==> src/rtl/fifo_flagged_if.sv <==
// Producer/consumer bundle for fifo_flagged: request strobes and data in,
// head word, occupancy and status flags out.
interface fifo_flagged_if #(
    parameter int DATA_WIDTH = 8,
    parameter int ADDR_WIDTH = 4
);
    logic                  wr;
    logic [DATA_WIDTH-1:0] w_data;
    logic                  rd;
    logic                  flush;
    logic                  clr_err;
    logic [DATA_WIDTH-1:0] r_data;
    logic                  empty;
    logic                  full;
    logic                  almost_empty;
    logic                  almost_full;
    logic [ADDR_WIDTH:0]   count;
    logic                  overflow;
    logic                  underflow;

    modport master (
        output wr, w_data, rd, flush, clr_err,
        input  r_data, empty, full, almost_empty, almost_full, count,
               overflow, underflow
    );

    modport slave (
        input  wr, w_data, rd, flush, clr_err,
        output r_data, empty, full, almost_empty, almost_full, count,
               overflow, underflow
    );
endinterface

==> src/rtl/fifo_flagged.sv <==
// Show-ahead synchronous FIFO with registered occupancy, threshold flags,
// sticky overflow/underflow and synchronous flush.
module fifo_flagged #(
    parameter int DATA_WIDTH = 8,
    parameter int ADDR_WIDTH = 4,
    parameter int AF_LEVEL   = (2 ** ADDR_WIDTH) - 2,
    parameter int AE_LEVEL   = 2
) (
    input logic           clk,
    input logic           reset,
    fifo_flagged_if.slave bus
);
    localparam int DEPTH = 2 ** ADDR_WIDTH;
    localparam logic [ADDR_WIDTH:0] DEPTH_C = (ADDR_WIDTH + 1)'(DEPTH);
    localparam logic [ADDR_WIDTH:0] AF_C    = (ADDR_WIDTH + 1)'(AF_LEVEL);
    localparam logic [ADDR_WIDTH:0] AE_C    = (ADDR_WIDTH + 1)'(AE_LEVEL);

    logic [DATA_WIDTH-1:0] mem [DEPTH];
    logic [ADDR_WIDTH-1:0] wptr, rptr;
    logic [ADDR_WIDTH:0]   cnt, cnt_nxt;
    logic                  empty_q, full_q, ae_q, af_q, ovf_q, unf_q;
    logic                  rd_ok, wr_ok;

    // A write into a full FIFO is only legal when a read frees the slot
    // in the same cycle.
    always_comb begin
        rd_ok   = bus.rd & ~empty_q;
        wr_ok   = bus.wr & (~full_q | rd_ok);
        cnt_nxt = cnt;
        if (bus.flush)
            cnt_nxt = '0;
        else if (wr_ok & ~rd_ok)
            cnt_nxt = cnt + 1'b1;
        else if (rd_ok & ~wr_ok)
            cnt_nxt = cnt - 1'b1;
    end

    always_ff @(posedge clk) begin
        if (wr_ok & ~bus.flush)
            mem[wptr] <= bus.w_data;
    end

    // Flags are derived from the next count so they land on the same edge.
    always_ff @(posedge clk or negedge reset) begin
        if (!reset) begin
            wptr    <= '0;
            rptr    <= '0;
            cnt     <= '0;
            empty_q <= 1'b1;
            full_q  <= 1'b0;
            ae_q    <= 1'b1;
            af_q    <= 1'b0;
            ovf_q   <= 1'b0;
            unf_q   <= 1'b0;
        end else begin
            if (bus.flush) begin
                wptr <= '0;
                rptr <= '0;
            end else begin
                if (wr_ok) wptr <= wptr + 1'b1;
                if (rd_ok) rptr <= rptr + 1'b1;
            end
            cnt     <= cnt_nxt;
            empty_q <= (cnt_nxt == '0);
            full_q  <= (cnt_nxt == DEPTH_C);
            ae_q    <= (cnt_nxt <= AE_C);
            af_q    <= (cnt_nxt >= AF_C);
            ovf_q   <= (ovf_q & ~bus.clr_err) | (~bus.flush & bus.wr & ~wr_ok);
            unf_q   <= (unf_q & ~bus.clr_err) | (~bus.flush & bus.rd & ~rd_ok);
        end
    end

    assign bus.r_data       = mem[rptr];
    assign bus.count        = cnt;
    assign bus.empty        = empty_q;
    assign bus.full         = full_q;
    assign bus.almost_empty = ae_q;
    assign bus.almost_full  = af_q;
    assign bus.overflow     = ovf_q;
    assign bus.underflow    = unf_q;
endmodule

==> src/flat_wrapper.sv <==
// flat-port wrapper written by rule: the top's interface ports become plain ports
module fifo_flagged_flat 
#(
    parameter int DATA_WIDTH = 8,
    parameter int ADDR_WIDTH = 4,
    parameter int AF_LEVEL   = (2 ** ADDR_WIDTH) - 2,
    parameter int AE_LEVEL   = 2
)
  (clk, reset, bus_wr, bus_w_data, bus_rd, bus_flush, bus_clr_err, bus_r_data, bus_empty, bus_full, bus_almost_empty, bus_almost_full, bus_count, bus_overflow, bus_underflow);
  fifo_flagged_if #(.DATA_WIDTH(DATA_WIDTH), .ADDR_WIDTH(ADDR_WIDTH)) bus_i ();
  input logic clk;
  input logic reset;
  input wire logic [$bits(bus_i.wr)-1:0] bus_wr;
  input wire logic [$bits(bus_i.w_data)-1:0] bus_w_data;
  input wire logic [$bits(bus_i.rd)-1:0] bus_rd;
  input wire logic [$bits(bus_i.flush)-1:0] bus_flush;
  input wire logic [$bits(bus_i.clr_err)-1:0] bus_clr_err;
  output wire logic [$bits(bus_i.r_data)-1:0] bus_r_data;
  output wire logic [$bits(bus_i.empty)-1:0] bus_empty;
  output wire logic [$bits(bus_i.full)-1:0] bus_full;
  output wire logic [$bits(bus_i.almost_empty)-1:0] bus_almost_empty;
  output wire logic [$bits(bus_i.almost_full)-1:0] bus_almost_full;
  output wire logic [$bits(bus_i.count)-1:0] bus_count;
  output wire logic [$bits(bus_i.overflow)-1:0] bus_overflow;
  output wire logic [$bits(bus_i.underflow)-1:0] bus_underflow;
  assign bus_i.wr = bus_wr;
  assign bus_i.w_data = bus_w_data;
  assign bus_i.rd = bus_rd;
  assign bus_i.flush = bus_flush;
  assign bus_i.clr_err = bus_clr_err;
  assign bus_r_data = bus_i.r_data;
  assign bus_empty = bus_i.empty;
  assign bus_full = bus_i.full;
  assign bus_almost_empty = bus_i.almost_empty;
  assign bus_almost_full = bus_i.almost_full;
  assign bus_count = bus_i.count;
  assign bus_overflow = bus_i.overflow;
  assign bus_underflow = bus_i.underflow;
  fifo_flagged #(.DATA_WIDTH(DATA_WIDTH), .ADDR_WIDTH(ADDR_WIDTH), .AF_LEVEL(AF_LEVEL), .AE_LEVEL(AE_LEVEL)) u_core (.clk(clk), .reset(reset), .bus(bus_i));
endmodule
==> config.mk <==
export PLATFORM = sky130hd
export DESIGN_NAME = fifo_flagged_flat
export DESIGN_NICKNAME = d
export VERILOG_FILES = /design/src/rtl/fifo_flagged_if.sv /design/src/rtl/fifo_flagged.sv /design/src/flat_wrapper.sv
export SDC_FILE = /design/constraint.sdc
export NUM_CORES = 1
export LEC_CHECK = 0
export ABC_AREA = 1
export CAP_MARGIN = 0
export CORE_MARGIN = 10
export CORE_UTILIZATION = 35
export CTS_CLUSTER_SIZE = 10
export DETAILED_ROUTE_END_ITERATION = 7
export PLACE_DENSITY_LB_ADDON = 0.2
export SETUP_SLACK_MARGIN = 0.2
export SLEW_MARGIN = 20
export SYNTH_ARGS = -nofsm -noshare
export SYNTH_HDL_FRONTEND = slang
export SYNTH_SLANG_ARGS = --single-unit
==> constraint.sdc <==
create_clock -name clk -period 3.69 [get_ports clk]
set_clock_uncertainty 0.15 [all_clocks]
set_input_delay 0.9225 -clock clk [delete_from_list [all_inputs] [get_ports clk]]
set_output_delay 0.9225 -clock clk [all_outputs]
set_load 0.02 [all_outputs]
# [After elaboration in Yosys (flattened, before gate mapping)]
# Memory sizes are Yosys's and may differ from the RTL's.
# Cells that the tools add are included.
[totals] input_bits=14 regBits=19 out_inout_bits=19 wordCells=49 latchBits=0 rom_bits=0 mem_bits_rw=128 mem_count=1
[memory_table] memory="u_core.mem" words=16 word_bits=8 read_ports=1 rd_ports_with_merged_regs=0 write_ports=1 line="fifo_flagged.sv:18" rtl="logic [DATA_WIDTH-1:0] mem [DEPTH];"
[classes] bitwise_logic=20 mux=9 n_addsub=4 n_reduce_logical=3 eq_ne=1 div=0 order_cmp=2 shift=0 n_mul=0
[ops] operator="4-bit two-way mux" n=4
[ops] operator="5-bit two-way mux" n=3
[ops] operator="1-bit bitwise AND" n=11
[ops] operator="4-bit by 1-bit adder with 4-bit output, second input constant" n=2
[ops] operator="1-bit inverter" n=6
[ops] operator="5-bit by 1-bit adder with 5-bit output, second input constant" n=1
[ops] operator="5-bit equality test, second input constant" n=1
[ops] operator="5-bit by 4-bit >= comparator with 1-bit output, second input constant" n=1
[ops] operator="5-bit by 2-bit less-or-equal comparator with 1-bit output, second input constant" n=1
[ops] operator="5-bit zero test" n=1
[ops] operator="5-bit by 1-bit subtractor with 5-bit output, second input constant" n=1
[ops] operator="2-bit nonzero test" n=2
[ops] operator="1-bit bitwise OR" n=3
[ops] operator="1-bit two-way mux" n=2

# [Depth between registers and ports, before layout]
[depth] depth_word=10 mapped_depth=11 depth_no_buf=11

# [Worst setup path after synthesis]
# No wires, ideal clock.
[synth_timing] path_kind="input to register" startpoint="input bus_rd" endpoint="memory u_core.mem[15][0] (enable)" setup_ps=383 required_ps=3157 setup_slack_ps=1185 arrival_time_ps=1972 cell_stages=4 n_path_buf=0 cell_sequence="nand2_2 a21oi_2 nand2_1 nor3_1"
[synth_via] elab_chain_len=6
[synth_rtl] item="start, declared" line="flat_wrapper.sv:15" rtl="input wire logic [$bits(bus_i.rd)-1:0] bus_rd;"
[synth_rtl] item="1-bit bitwise AND" line="fifo_flagged.sv:27" rtl="rd_ok = bus.rd & ~empty_q;"
[synth_rtl] item="1-bit bitwise OR" line="fifo_flagged.sv:28" rtl="wr_ok = bus.wr & (~full_q | rd_ok);"
[synth_rtl] item="1-bit bitwise AND" line="fifo_flagged.sv:28"
[synth_rtl] item="1-bit bitwise AND" line="fifo_flagged.sv:39" rtl="if (wr_ok & ~bus.flush)"
[synth_rtl] item="1-bit two-way mux" line="fifo_flagged.sv:39"
[synth_rtl] item="1-bit two-way mux (implied by the code)" line="fifo_flagged.sv:40" rtl="mem[wptr] <= bus.w_data;"
[synth_rtl] item="end, declared" line="fifo_flagged.sv:18"
# Every way passes these cells.

# [Final worst setup path]
[layout_timing] startpoint="register u_core.rptr[0]" endpoint="output bus_r_data[1]"
[layout_via] elab_chain_len=1
[layout_rtl] item="start, declared" line="fifo_flagged.sv:19" rtl="logic [ADDR_WIDTH-1:0] wptr, rptr;"
[layout_rtl] item="start signal, assigned" line="fifo_flagged.sv:61" rtl="if (rd_ok) rptr <= rptr + 1'b1;"
[layout_rtl] item="memory 16 x 8 bit"
[layout_rtl] item="end, declared" line="flat_wrapper.sv:18" rtl="output wire logic [$bits(bus_i.r_data)-1:0] bus_r_data;"
# Every way passes these cells.

==> summary.txt <==
Critical path
  – Worst Path Max Fanout: 22
  – Critical Path RT: 2.62 ns
  – Nature of the critical path endpoint: primary output
  – WS Path Type: register to primary output
  – Startpoint Class: register
  – Arrival time at the worst endpoint: 2.17 ns

Power
  – Clk pwr share: 39.2%
  – Pwr per Cell Area: 571 nW/um2
  – Sw frac: 27.1%
  – Power, Total: 4.27 mW
  – Combinational share of power: 16.6%
  – P_int: 3.11 mW
  – Worst vdd ir: 341 uV
  – Leakage: 2.69 nW
  – Seq pwr share: 44.2%
  – Net Sw Power: 1.16 mW

GRT
  – Global-route wire length before repair: 23500 um
  – Largest net degree at the start of global routing: 54
  – Initial antenna violation count: 0
  – Vias in the first global route: 3958
  – Grt ovf: 0
  – GRT Total Usage: 13.2%

Clocking
  – CTS buffer count: 17
  – Hold Buf Count CTS: 0
  – TritonCTS clock tree: done
  – Htree depth: 4
  – Reg clk slew, reported paths: 0.06 ns
  – Clock Sinks: 147
  – Clock root cell: clkbuf_16
  – Later-pin clock latency in the skew report: 0.42 ns
  – Postcts setup bufs: 0
  – Clock buffer depth: 2

Final layout
  – N_diodes: 0
  – Layout net count: 580
  – Commonest non-fill, non-tap cell in the layout: edfxtp_1
  – Layout cell share with drive strength beyond 1: 14.0%
  – Commonest non-fill, non-tap cells in the layout: 128 x edfxtp_1, 80 x nor2_1, 72 x o21ai_0
  – Final Instance Area: 7480 um2
  – Area growth syn-to-layout: 21.8%
  – Final std cells w/o fill: 797

Die
  – Die height: 152 um
  – Die area: 23200 um2
  – Initial Util: 35.6%
  – Row count: 48
  – Die width: 152 um
  – IO Count: 33
  – Core box area: 17200 um2

Drt
  – 1st-pass router iterations: 4
  – WL per Instance: 19.5 um
  – Vias: 4090
  – Via density: 5.13
  – DR DRC count: 0
  – Post-route ant nets: 0
  – DRT iter0 DRCs: 301
  – Post-Route WL: 15500 um

STA
  – Final setup vio count: 0
  – Period utilization: 88.0%
  – Slew @ Worst Pin: 0.914 ns
  – Total negative setup slack: 0 ns
  – Max Freq: 0.308 GHz
  – Final Hold Fails: 0
  – Slew headroom: 38.9%
  – Period minus WS final: 3.25 ns
  – Final Worst Setup Slack: 0.445 ns
  – Max-slew violation count: 0
  – RSZ-0062 raised after global routing: false

Synthesis
  – Synth top area cells: edfxtp_1 63%, dfrtp_1 6.9%, o21ai_0 5.9%
  – Synth cell types: 28
  – Synth Warn #: 0
  – Mapped Cells: 506
  – Synthesized area per cell: 12.1 um2
  – Syn Nets: 527
  – Synth Register Bits: 147
  – Sequential-to-total area share from yosys stat: 70.4%
  – Post-synth top area cell: edfxtp_1
  – Top-area cell type share of the netlist area: 62.6%
  – Synthesized area: 6140 um2

Placement
  – Post-Place Cell Area: 6860 um2
  – Pre-CTS setup slack: 0.567 ns
  – Post-DP HPWL: 9430 um
  – Cells after DPL: 764
  – IO buf count: 32
  – RD Place Congestion: 0.781

Flow run
  – Maxcap violations: 0

Min path
  – Worst Hold Class: register to register

Status
  – Outcome: finished, final reports clean
==> registers in the layout, summed over array words and instances (netlist names) <==
name                     flops
u_core.mem                 128
u_core.bus.count             5
u_core.rptr                  4
u_core.wptr                  4
u_core.bus.almost_empty      1
u_core.bus.almost_full       1
u_core.bus.empty             1
u_core.bus.full              1
u_core.bus.overflow          1
u_core.bus.underflow         1
==> synth_stat cells <==
cell type and count:
nand3_4 1, buf_4 2, dfstp_2 2, o21ai_0 72, inv_2 4, a21oi_1 6, nand3_2 4, nand4_1 3
dfrtp_1 17, o21ai_1 2, edfxtp_1 128, nor2_1 80, o22ai_1 10, or2_2 1, o221ai_1 23, clkbuf_2 1
nand2_2 6, nand2_1 37, o211ai_1 9, a21oi_2 2, clkbuf_1 16, ha_1 7, nor2_2 1, nor3_1 15
nand3b_1 1, buf_2 7, nand3_1 17, inv_1 32
==> cell type report <==
class,instances,area [um2]
tap,225,282
inverter,36,138
clock buffer,17,425
sequential,147,4320
multi-input combinational,297,1570
timing repair buffer,60,586
clock inverter,15,155
fill,1562,9760
==> per-stage QoR <==
stage,utilization (%),hold WS (ns)
after floorplan,-,0.423
after global placement,39.8,0.386
after detailed placement,39.8,0.377
after CTS,43.1,0.395
after global routing,43.4,0.416
final,43.4,0.390
==> power by group through the flow <==
stage | logic, mW | clock network [mW] | registers, mW
after floorplan | 0.395 | 0 | 1.95
after global placement | 0.698 | 0 | 1.92
after detailed placement | 0.704 | 0 | 1.92
after CTS | 0.701 | 1.71 | 1.89
after global routing | 0.786 | 1.79 | 1.89
final | 0.707 | 1.67 | 1.89
==> logic make-up after synthesis <==
family | count (synthesis) | synth area share (%)
adders and majority gates | 7 | 1.43
buffers and inverters | 62 | 4.07
and+or+nand+nor | 166 | 11.9
DFF | 147 | 70.4
AOI/OAI and AO/OA | 124 | 12.2
==> what timing repair did <==
| action | CTS | global route |
|---|---|---|
| pin swaps | 1 | 0 |
| setup endpoints to repair | 3 | 5 |
| resized for setup | 3 | 8 |
| gates cloned | 0 | 1 |
==> worst paths after layout <==
path,startpoint,endpoint,slack [ns],cells past startpoint
max,u_core.rptr[0]$_DFFE_PN0P_,bus_r_data[1],0.44,7
min,u_core.bus.underflow$_DFF_PN0_,u_core.bus.underflow$_DFF_PN0_,0.39,2
max reg2reg,u_core.bus.empty$_DFF_PN1_,u_core.mem[4][3]$_DFFE_PP_,1.67,8
min reg2reg,u_core.bus.underflow$_DFF_PN0_,u_core.bus.underflow$_DFF_PN0_,0.39,2
max in group asynchronous,reset,u_core.rptr[0]$_DFFE_PN0P_,1.90,1
min in group asynchronous,reset,u_core.bus.overflow$_DFF_PN0_,0.87,1
==> routing by layer <==
metal | up-vias | track usage [%] | share of wire [%]
li1 | 1949 | - | -
met1 | 2005 | 17.6 | 47
met4 | 0 | 4.72 | 1.6
met3 | 17 | 3.67 | 5.7
met2 | 119 | 20.1 | 45
met5 | - | 0 | 0
==> critical path, cell delays in order, from the launching register on <==
cell and delay, ns:
dfrtp_2 0.44, inv_4 0.16, buf_12 0.18, o21ai_0 0.09, o221ai_1 0.32, nand3_1 0.13, nand2_1 0.09, dlygate4sd2_1 0.34
Note: power is estimated with default switching activity, not from simulation.
